--- src/rtl/ps2_move_arbiter.sv ---
// PS/2 set-2 scan-code parser feeding a two-player move scheduler.
// Each game tick issues at most one move per player over a shared valid/ready port.
module ps2_move_arbiter (
    input  logic       CLK,
    input  logic       RST,
    input  logic [7:0] KEY_CODE,
    input  logic       KEY_VALID,
    input  logic       TICK,
    output logic       MOVE_VALID,
    output logic       MOVE_PLAYER,
    output logic [1:0] MOVE_DIR,
    input  logic       MOVE_READY,
    output logic [3:0] HELD_A,
    output logic [3:0] HELD_B,
    output logic       OVERRUN
);

    typedef enum logic [1:0] {P_IDLE, P_BRK, P_EXT, P_EXTBRK} pst_e;
    typedef enum logic [1:0] {S_IDLE, S_FIRST, S_SECOND} sst_e;

    pst_e       pst_q, pst_d;
    logic [3:0] held_a_q, held_a_d, held_b_q, held_b_d;

    sst_e       sst_q;
    logic       valid_q, player_q, ptr_q, both_q, ovr_q;
    logic [1:0] dir_q, sec_dir_q;

    logic       hit, hit_b;
    logic [1:0] hit_idx;
    logic       req_a, req_b, hs;
    logic [1:0] dir_a, dir_b;

    function automatic logic [1:0] pick_dir(input logic [3:0] h);
        if (h[0])      pick_dir = 2'd0;
        else if (h[1]) pick_dir = 2'd1;
        else if (h[2]) pick_dir = 2'd2;
        else           pick_dir = 2'd3;
    endfunction

    always_comb begin
        hit     = 1'b1;
        hit_b   = 1'b0;
        hit_idx = 2'd0;
        case (KEY_CODE)
            8'h1D: hit_idx = 2'd0;
            8'h1B: hit_idx = 2'd1;
            8'h1C: hit_idx = 2'd2;
            8'h23: hit_idx = 2'd3;
            8'h43: begin hit_b = 1'b1; hit_idx = 2'd0; end
            8'h42: begin hit_b = 1'b1; hit_idx = 2'd1; end
            8'h3B: begin hit_b = 1'b1; hit_idx = 2'd2; end
            8'h4B: begin hit_b = 1'b1; hit_idx = 2'd3; end
            default: hit = 1'b0;
        endcase
    end

    // Extended-prefix states only consume bytes; they never touch HELD.
    always_comb begin
        pst_d    = pst_q;
        held_a_d = held_a_q;
        held_b_d = held_b_q;
        if (KEY_VALID) begin
            case (pst_q)
                P_IDLE: begin
                    if (KEY_CODE == 8'hF0)      pst_d = P_BRK;
                    else if (KEY_CODE == 8'hE0) pst_d = P_EXT;
                    else if (hit) begin
                        if (hit_b) held_b_d[hit_idx] = 1'b1;
                        else       held_a_d[hit_idx] = 1'b1;
                    end
                end
                P_BRK: begin
                    if (hit) begin
                        if (hit_b) held_b_d[hit_idx] = 1'b0;
                        else       held_a_d[hit_idx] = 1'b0;
                    end
                    pst_d = P_IDLE;
                end
                P_EXT:   pst_d = (KEY_CODE == 8'hF0) ? P_EXTBRK : P_IDLE;
                default: pst_d = P_IDLE;
            endcase
        end
    end

    always_ff @(posedge CLK) begin
        if (RST) begin
            pst_q    <= P_IDLE;
            held_a_q <= 4'd0;
            held_b_q <= 4'd0;
        end else begin
            pst_q    <= pst_d;
            held_a_q <= held_a_d;
            held_b_q <= held_b_d;
        end
    end

    assign req_a = |held_a_q;
    assign req_b = |held_b_q;
    assign dir_a = pick_dir(held_a_q);
    assign dir_b = pick_dir(held_b_q);
    assign hs    = valid_q & MOVE_READY;

    // The second player's direction is snapshotted at the tick so key changes
    // during a stalled handshake cannot alter the pending sequence.
    always_ff @(posedge CLK) begin
        if (RST) begin
            sst_q     <= S_IDLE;
            valid_q   <= 1'b0;
            player_q  <= 1'b0;
            dir_q     <= 2'd0;
            sec_dir_q <= 2'd0;
            both_q    <= 1'b0;
            ptr_q     <= 1'b0;
            ovr_q     <= 1'b0;
        end else begin
            if (TICK && sst_q != S_IDLE) ovr_q <= 1'b1;
            case (sst_q)
                S_IDLE: begin
                    if (TICK && (req_a || req_b)) begin
                        sst_q   <= S_FIRST;
                        valid_q <= 1'b1;
                        both_q  <= req_a & req_b;
                        if (req_a && req_b) begin
                            player_q  <= ptr_q;
                            dir_q     <= ptr_q ? dir_b : dir_a;
                            sec_dir_q <= ptr_q ? dir_a : dir_b;
                        end else begin
                            player_q <= req_b;
                            dir_q    <= req_b ? dir_b : dir_a;
                        end
                    end
                end
                S_FIRST: begin
                    if (hs) begin
                        if (both_q) begin
                            sst_q    <= S_SECOND;
                            player_q <= ~player_q;
                            dir_q    <= sec_dir_q;
                            ptr_q    <= ~ptr_q;
                        end else begin
                            sst_q   <= S_IDLE;
                            valid_q <= 1'b0;
                        end
                    end
                end
                S_SECOND: begin
                    if (hs) begin
                        sst_q   <= S_IDLE;
                        valid_q <= 1'b0;
                    end
                end
                default: sst_q <= S_IDLE;
            endcase
        end
    end

    assign MOVE_VALID  = valid_q;
    assign MOVE_PLAYER = player_q;
    assign MOVE_DIR    = dir_q;
    assign HELD_A      = held_a_q;
    assign HELD_B      = held_b_q;
    assign OVERRUN     = ovr_q;

endmodule

--- config.mk ---
export PLATFORM = sky130hd
export DESIGN_NAME = ps2_move_arbiter
export DESIGN_NICKNAME = d
export VERILOG_FILES = /design/src/rtl/ps2_move_arbiter.sv
export SDC_FILE = /design/constraint.sdc
export NUM_CORES = 1
export LEC_CHECK = 0
export CORE_MARGIN = 1.5
export CORE_UTILIZATION = 54
export CTS_BUF_LIST = sky130_fd_sc_hd__clkbuf_16
export CTS_CLUSTER_SIZE = 16
export DETAILED_ROUTE_END_ITERATION = 12
export PLACE_DENSITY_LB_ADDON = 0.15
export SYNTH_ARGS = -nofsm -noshare
export SYNTH_HDL_FRONTEND = slang
export SYNTH_SLANG_ARGS = --single-unit
--- constraint.sdc ---
create_clock -name CLK -period 4.4 [get_ports CLK]
set_clock_uncertainty 0.15 [all_clocks]
set_input_delay 0.66 -clock CLK [delete_from_list [all_inputs] [get_ports CLK]]
set_output_delay 0.66 -clock CLK [all_outputs]
set_load 0.005 [all_outputs]
Yosys cells after proc, flatten, opt, wreduce, memory -nomap -nowiden
Cells that the tools add are included.

Bitwise operators: 9. Reductions and logical operators: 27. Shift-type cells: 0. Divide/modulo/power cells: 0. Add/sub/neg operators: 0. Muxes and demuxes: 52. Equality and inequality tests: 28. Multipliers: 0. Magnitude comparators: 2.

Operators with widths (count): $mux 4 (12); $mux 2 (18); $ne 2x2->1 const B (13); $eq 8x5->1 const B (3); $eq 8x7->1 const B (3); $eq 8x6->1 const B (2); $eq 8x8->1 const B (2); $pmux 4 s2 (2); $reduce_and 8->1 (2); $mux 1 (13); $pmux 2 s3 (2); $reduce_or 4->1 (3); $reduce_and 3->1 (3); $and 4x4->4 (2); $or 4x4->4 (2); $pmux 2 s2 (2); $reduce_or 8->1 (1); $reduce_bool 2->1 (3); $reduce_or 2->1 (3); $reduce_and 5->1 (1); $eq 2x1->1 const B (2); $eq 2x2->1 const B (2); $logic_and 1x1->1 (4); $logic_not 2->1 (2); other kinds (13) (16).

ROM bits: 0. Bits in registers: 21. Latch bits: 0. Input bits: 13. Memories kept: 0. Bits in writable memories: 0.

Depth between registers and ports, before layout
Gate-level depths: netlist of the first run.

Word-level depth: 13. Depth in mapped cells: 7. Mapped depth without buffers: 7.

Worst setup path before layout of the first run
Ideal clock, no wire load.

Path kind: input to register. From: in KEY_CODE[4]. To: reg with a tool-made name. Setup slack: 2.093 ns. Data required time: 4.178 ns. Arrival: 2.085 ns. Buffers on the path: 1. Stages on the path: 6. Path through: buf_2 > or3b_4 > a221oi_4 > nand2_2 > nor4_2 > mux2i_1.

RTL lines: start: declaration (line 6) `input logic [7:0] KEY_CODE,`.

==> results.json, run 1 <==
{
  "whs_endpoint": "MOVE_DIR[0]",
  "synth_cells": 154,
  "synth_cell_type_count": 48,
  "fp.dieArea_um2": 2720,
  "rows": 17,
  "ctsHoldBuffers": 0,
  "syn_area_um2": 1300,
  "rsz0062_at_grt": "false",
  "setup-tns-final_ps": 0,
  "via_count": 1258,
  "io_pins": 26,
  "clockBufferDepth": 2,
  "dp_hpwl_um": 2190,
  "initial_core_util_pct": 57.8,
  "crit_path_cell_trace": "clkdlybuf4s50_1 -> or4b_1 -> a211oi_2 -> nand3_1 -> a211oi_1",
  "synth_xor_area_share_pct": 0.672,
  "slew_headroom_pct": 55.5,
  "critPathTopFamily": "simple AND/OR/NAND/NOR gates",
  "postRouteAntennaNets": 0,
  "maxCapViolations": 0,
  "placed_area_um2": 1570,
  "gp_congestion": 0.864,
  "r2r-end": "MOVE_DIR[0]",
  "synthSimpleGateAreaFrac_pct": 30.0,
  "h-tree-depth": 1,
  "setup_viol": 0,
  "ys.warnings.count": 0,
  "layout-area-overhead-vs-synth_pct": 27.0,
  "cts_setup_buffers": 0,
  "cts_buffers": 3,
  "grt_pass1_vias": 1206,
  "layout.nets": 197,
  "worstHoldPathCells": 2,
  "cts_tree": "built",
  "power_density_nw_per_um2": 289,
  "cp_max_fo": 10,
  "synth_top_area_share_pct": 32.3,
  "grt_overflow": 0,
  "final_util_pct": 73.4,
  "rrSetupSlack_ps": 2290,
  "wirelength_um": 2990,
  "clkLatencyLatePin_ps": 250,
  "die_x_um": 52.1,
  "synth_edf_count": 0,
  "hold_path.class": "reg -> reg",
  "p_leak_nw": 0.583,
  "fmax_mhz": 376,
  "ys_seq_elements": 21,
  "root_buffer": "clkbuf_16",
  "clock-sinks": 21,
  "status": "complete, no violations",
  "hold_slack_ps": 309,
  "clkSlewWorstSetupHoldPaths_ps": 60,
  "critPathRequiredTime_ps": 4410,
  "synth.area.mux_share_pct": 7.01,
  "tightest_slew_ps": 662,
  "synth_common_cells": "21 x dfxtp_1, 17 x nor2_1, 13 x nand2_1, 12 x a21oi_1",
  "worst_ir_drop_vdd_v": 0.000342,
  "port_buffers": 25,
  "drc": 0,
  "p_total_uw": 478,
  "drt-initial-drc-count": 22,
  "viasPerCell": 6.08,
  "synth_top_family_by_area": "simple AND/OR/NAND/NOR gates",
  "min_period_ps": 2660,
  "final_cell_area_um2": 1650,
  "synthAdderAreaFrac_pct": 3.84,
  "min_from": "MOVE_DIR[0]",
  "wl_per_cell_um": 14.5,
  "fin_crit_sh_pct": 60.4,
  "finalMaxSlewViolations": 0,
  "async_flop_share_pct": 0,
  "worstRegToRegCells": 5,
  "crit_type": "in -> reg",
  "drive_gt1_share_pct": 7.26,
  "yosysMostFrequentCell": "dfxtp_1",
  "synthFlopType": "dfxtp_1",
  "syn_area_per_cell_um2": 8.46,
  "ys_top_cells_by_area": "dfxtp_1 32%, mux2i_1 6.1%, nor2_1 4.9%, a21oi_1 4.6%, ha_1 3.8%",
  "core_um2": 2250,
  "arrival_ps": 2670,
  "drt-pass1-iter-count": 4,
  "grt_use_total_pct": 24.8,
  "antenna_found_initial": 0,
  "slowest_delay_ps": 580,
  "grt_max_degree": 18,
  "nFillCells": 188,
  "antenna-diode-count": 0,
  "synth_top_area_cell": "dfxtp_1",
  "critPathLaunchType": "primary input",
  "yosysSeqAreaShare_pct": 32.3,
  "cpMaxStageDelayCell": "clkdlybuf4s50_1",
  "grt_pass1_wl_um": 5040,
  "die_y_um": 52.1,
  "crit_path_end_kind": "flop",
  "hold_viol": 0,
  "synth_compound_area_share_pct": 22.7,
  "post_cts_resize_count": 0,
  "cp_num_buf_inv": 1,
  "syn_nets": 171
}
[worst max-delay path by stage]
stage / from / to / cells after the start
final: KEY_CODE[4] / flop / 5
after global routing: KEY_CODE[4] / flop / 6
after CTS: KEY_CODE[3] / flop / 6
after detailed placement: KEY_CODE[4] / flop / 6
after global placement: KEY_CODE[4] / flop / 6
after floorplan: KEY_CODE[4] / flop / 6
[report_power, final]
part	total, mW	switching, mW	internal [mW]
clock network	0.192	0.0696	0.123
logic	0.0821	0.0426	0.0395
registers	0.203	0.00585	0.197
[routing by layer]
metal  wire (µm)  share of wire (%)  GRT usage [%]
met5           0                  0              0
met4          43                1.4           9.21
met3         179                6.0           5.75
met2        1530                 51           45.6
met1        1240                 41           27.4
[tightest hold or removal path, cell delays in order, from the launching register on]
cell and delay [ps]:
dfxtp_1 310, nand2_1 50, o21ai_1 50
[final cells by class]
cell class	count	area (µm²)	share of cell area (%)
inverter	8	30.0	1.82
tap	28	35.0	2.12
clock inverter	1	7.51	0.454
sequential	21	420	25.4
clock buffer	3	75.1	4.54
multi-input combinational	121	836	50.5
timing repair buffer	25	250	15.1
[stage by stage]
step	cells	setup WS, ps
5_1_grt	207	1510
4_1_cts	207	1720
3_3_place_gp	203	1540
6_report	207	1740
3_5_place_dp	203	1500
2_1_floorplan	154	2090
[cell usage in the layout (no fill, tap or decap), types with 2 or more instances in the layout]
cell type and instances:
o21ai_0 2, mux2i_1 8, nand3_1 4, clkdlybuf4s50_1 25, a21oi_1 12, inv_1 8, clkbuf_16 3, a211oi_2 2
nor2_1 17, and3_1 2, a211oi_1 4, nor3_1 8, nand2b_1 7, a2111oi_0 2, nor4_1 2, nand2_1 13
ha_1 4, o21a_1 2, dfxtp_1 21, or3b_1 2, nand3b_1 2, nand4b_1 2
[cells by family (layout without fill, tap and decap cells)]
group | Yosys count | after routing
AOI/OAI and AO/OA | 37 | 37
xor gates and xnor gates | 1 | 1
adders and majority gates | 4 | 4
buffers and inverters | 12 | 37
DFF | 21 | 21
muxes | 9 | 9
and+or+nand+nor | 70 | 70
Note: power is estimated with default switching activity, not from simulation.
==> run 2, diff against run 1 <==
--- a/config.mk
+++ b/config.mk
@@ -6,7 +6,7 @@
 export NUM_CORES = 1
 export LEC_CHECK = 0
 export CORE_MARGIN = 1.5
-export CORE_UTILIZATION = 54
+export CORE_UTILIZATION = 51
 export CTS_BUF_LIST = sky130_fd_sc_hd__clkbuf_16
 export CTS_CLUSTER_SIZE = 16
 export DETAILED_ROUTE_END_ITERATION = 12
==> constraint.sdc (replaced) <==
create_clock -name CLK -period 2.45 [get_ports CLK]
set_clock_uncertainty 0.15 [all_clocks]
set_input_delay 0.3675 -clock CLK [delete_from_list [all_inputs] [get_ports CLK]]
set_output_delay 0.3675 -clock CLK [all_outputs]
set_load 0.005 [all_outputs]
==> results.json, run 2 (synthesis results as in run 1) <==
{
  "layout_common_cells": "25 x clkdlybuf4s50_1, 21 x dfxtp_1, 17 x nor2_1",
  "clkSlewWorstSetupHoldPaths_ps": 60,
  "rows": 18,
  "postRouteAntennaNets": 0,
  "layout.nets": 210,
  "hold_path.class": "reg -> reg",
  "h-tree-depth": 1,
  "cts_tree": "built",
  "layoutNonFillerInstCount": 222,
  "dp_hpwl_um": 2230,
  "maxCapViolations": 0,
  "ctsHoldBuffers": 0,
  "slew_headroom_pct": 60.5,
  "hold_slack_ps": 300,
  "multiInputGateArea_um2": 836,
  "io_pins": 26,
  "drt-pass1-iter-count": 4,
  "mostFrequentLayoutCell": "clkdlybuf4s50_1",
  "arrival_ps": 2250,
  "worst_ir_drop_vdd_v": 0.000503,
  "root_buffer": "clkbuf_16",
  "drive_gt1_share_pct": 13.5,
  "drc": 0,
  "setup-tns-final_ps": 0,
  "viasPerCell": 5.75,
  "min_period_ps": 2250,
  "die_x_um": 53.5,
  "grt_pass1_wl_um": 5060,
  "fin_crit_sh_pct": 91.8,
  "wirelength_um": 2960,
  "crit_path_end_kind": "flop",
  "clock-sinks": 21,
  "cts_buffers": 3,
  "rsz0062_at_grt": "false",
  "clockBufferDepth": 2,
  "port_buffers": 25,
  "drt-initial-drc-count": 22,
  "post_cts_resize_count": 0,
  "nFillCells": 198,
  "finalMaxSlewViolations": 0,
  "via_count": 1277,
  "wl_per_cell_um": 13.3,
  "final_util_pct": 71.4,
  "fmax_mhz": 444,
  "cp_max_fo": 4,
  "core_um2": 2450,
  "seqCellArea_um2": 420,
  "power_density_nw_per_um2": 494,
  "critPathLaunchType": "primary input",
  "antenna-diode-count": 0,
  "layout-area-overhead-vs-synth_pct": 34.5,
  "setup_viol": 0,
  "die_y_um": 53.5,
  "p_leak_nw": 0.651,
  "status": "complete, no violations",
  "clkLatencyLatePin_ps": 250,
  "cts_setup_buffers": 0,
  "grt_pass1_vias": 1184,
  "antenna_found_initial": 0,
  "fp.dieArea_um2": 2870,
  "crit_type": "in -> reg",
  "placed_cells": 218,
  "critPathRequiredTime_ps": 2450,
  "gp_congestion": 0.808,
  "grt_max_degree": 18,
  "tightest_slew_ps": 587,
  "initial_core_util_pct": 53.1,
  "grt_overflow": 0,
  "grt_use_total_pct": 23.9,
  "hold_viol": 0
}
run 2: changes by cell type in the layout (fill, tap and decap cells not counted):
cell and delta:
clkinvlp_4 -1, clkinv_2 +1, buf_4 +13
run 2: where the power goes:
| group | internal (mW) | switching, mW | total (mW) |
|---|---|---|---|
| logic | 0.0790 | 0.0763 | 0.155 |
| registers | 0.355 | 0.00924 | 0.364 |
| clock network | 0.219 | 0.127 | 0.346 |
| total | 0.653 | 0.212 | 0.865 |
run 2: metal layers:
| metal | share of wire, % | GRT usage, % | vias to the layer above |
|---|---|---|---|
| met2 | 47 | 40.5 | 27 |
| met5 | 0 | 0 | - |
| met3 | 3.6 | 4.44 | 6 |
| met1 | 48 | 29.6 | 605 |
| li1 | - | - | 639 |
| met4 | 1.5 | 10.3 | 0 |
run 2: worst max-delay path, stage by stage:
cell,delay (ps)
clkdlybuf4s50_1,470
buf_4,170
or4b_1,480
a211oi_2,320
nand3_1,150
a211oi_1,300
run 2: metrics by stage:
stage,power (mW),setup slack (ps),area (µm²)
finish,0.865,200,1750
global route,0.902,71.8,1750
CTS,0.872,182,1750
detailed placement,0.526,-32.2,1670
global placement,0.521,34.8,1670
floorplan,0.453,436,1300
run 2: cell type report:
cell class,instances,share of cell area [%]
multi-input combinational,121,47.7
clock buffer,3,4.29
sequential,21,24.0
clock inverter,1,0.286
tap,30,2.14
inverter,8,1.71
timing repair buffer,38,19.9
run 2: worst paths after layout:
check                    from          end  slack (ps)  cells past startpoint
hold / removal    MOVE_DIR[0]  MOVE_DIR[0]         300                      2
hold reg to reg   MOVE_DIR[0]  MOVE_DIR[0]         300                      2
setup reg to reg     sst_q[1]  MOVE_DIR[1]         380                      7
setup / recovery  KEY_CODE[0]         flop         200                      6
==> run 3, diff against run 2 <==
--- a/config.mk
+++ b/config.mk
@@ -5,6 +5,7 @@
 export SDC_FILE = /design/constraint.sdc
 export NUM_CORES = 1
 export LEC_CHECK = 0
+export CAP_MARGIN = 0
 export CORE_MARGIN = 1.5
 export CORE_UTILIZATION = 51
 export CTS_BUF_LIST = sky130_fd_sc_hd__clkbuf_16
==> results of run 3 <==
Final layout, timing and power as in run 2 (identical DEF).
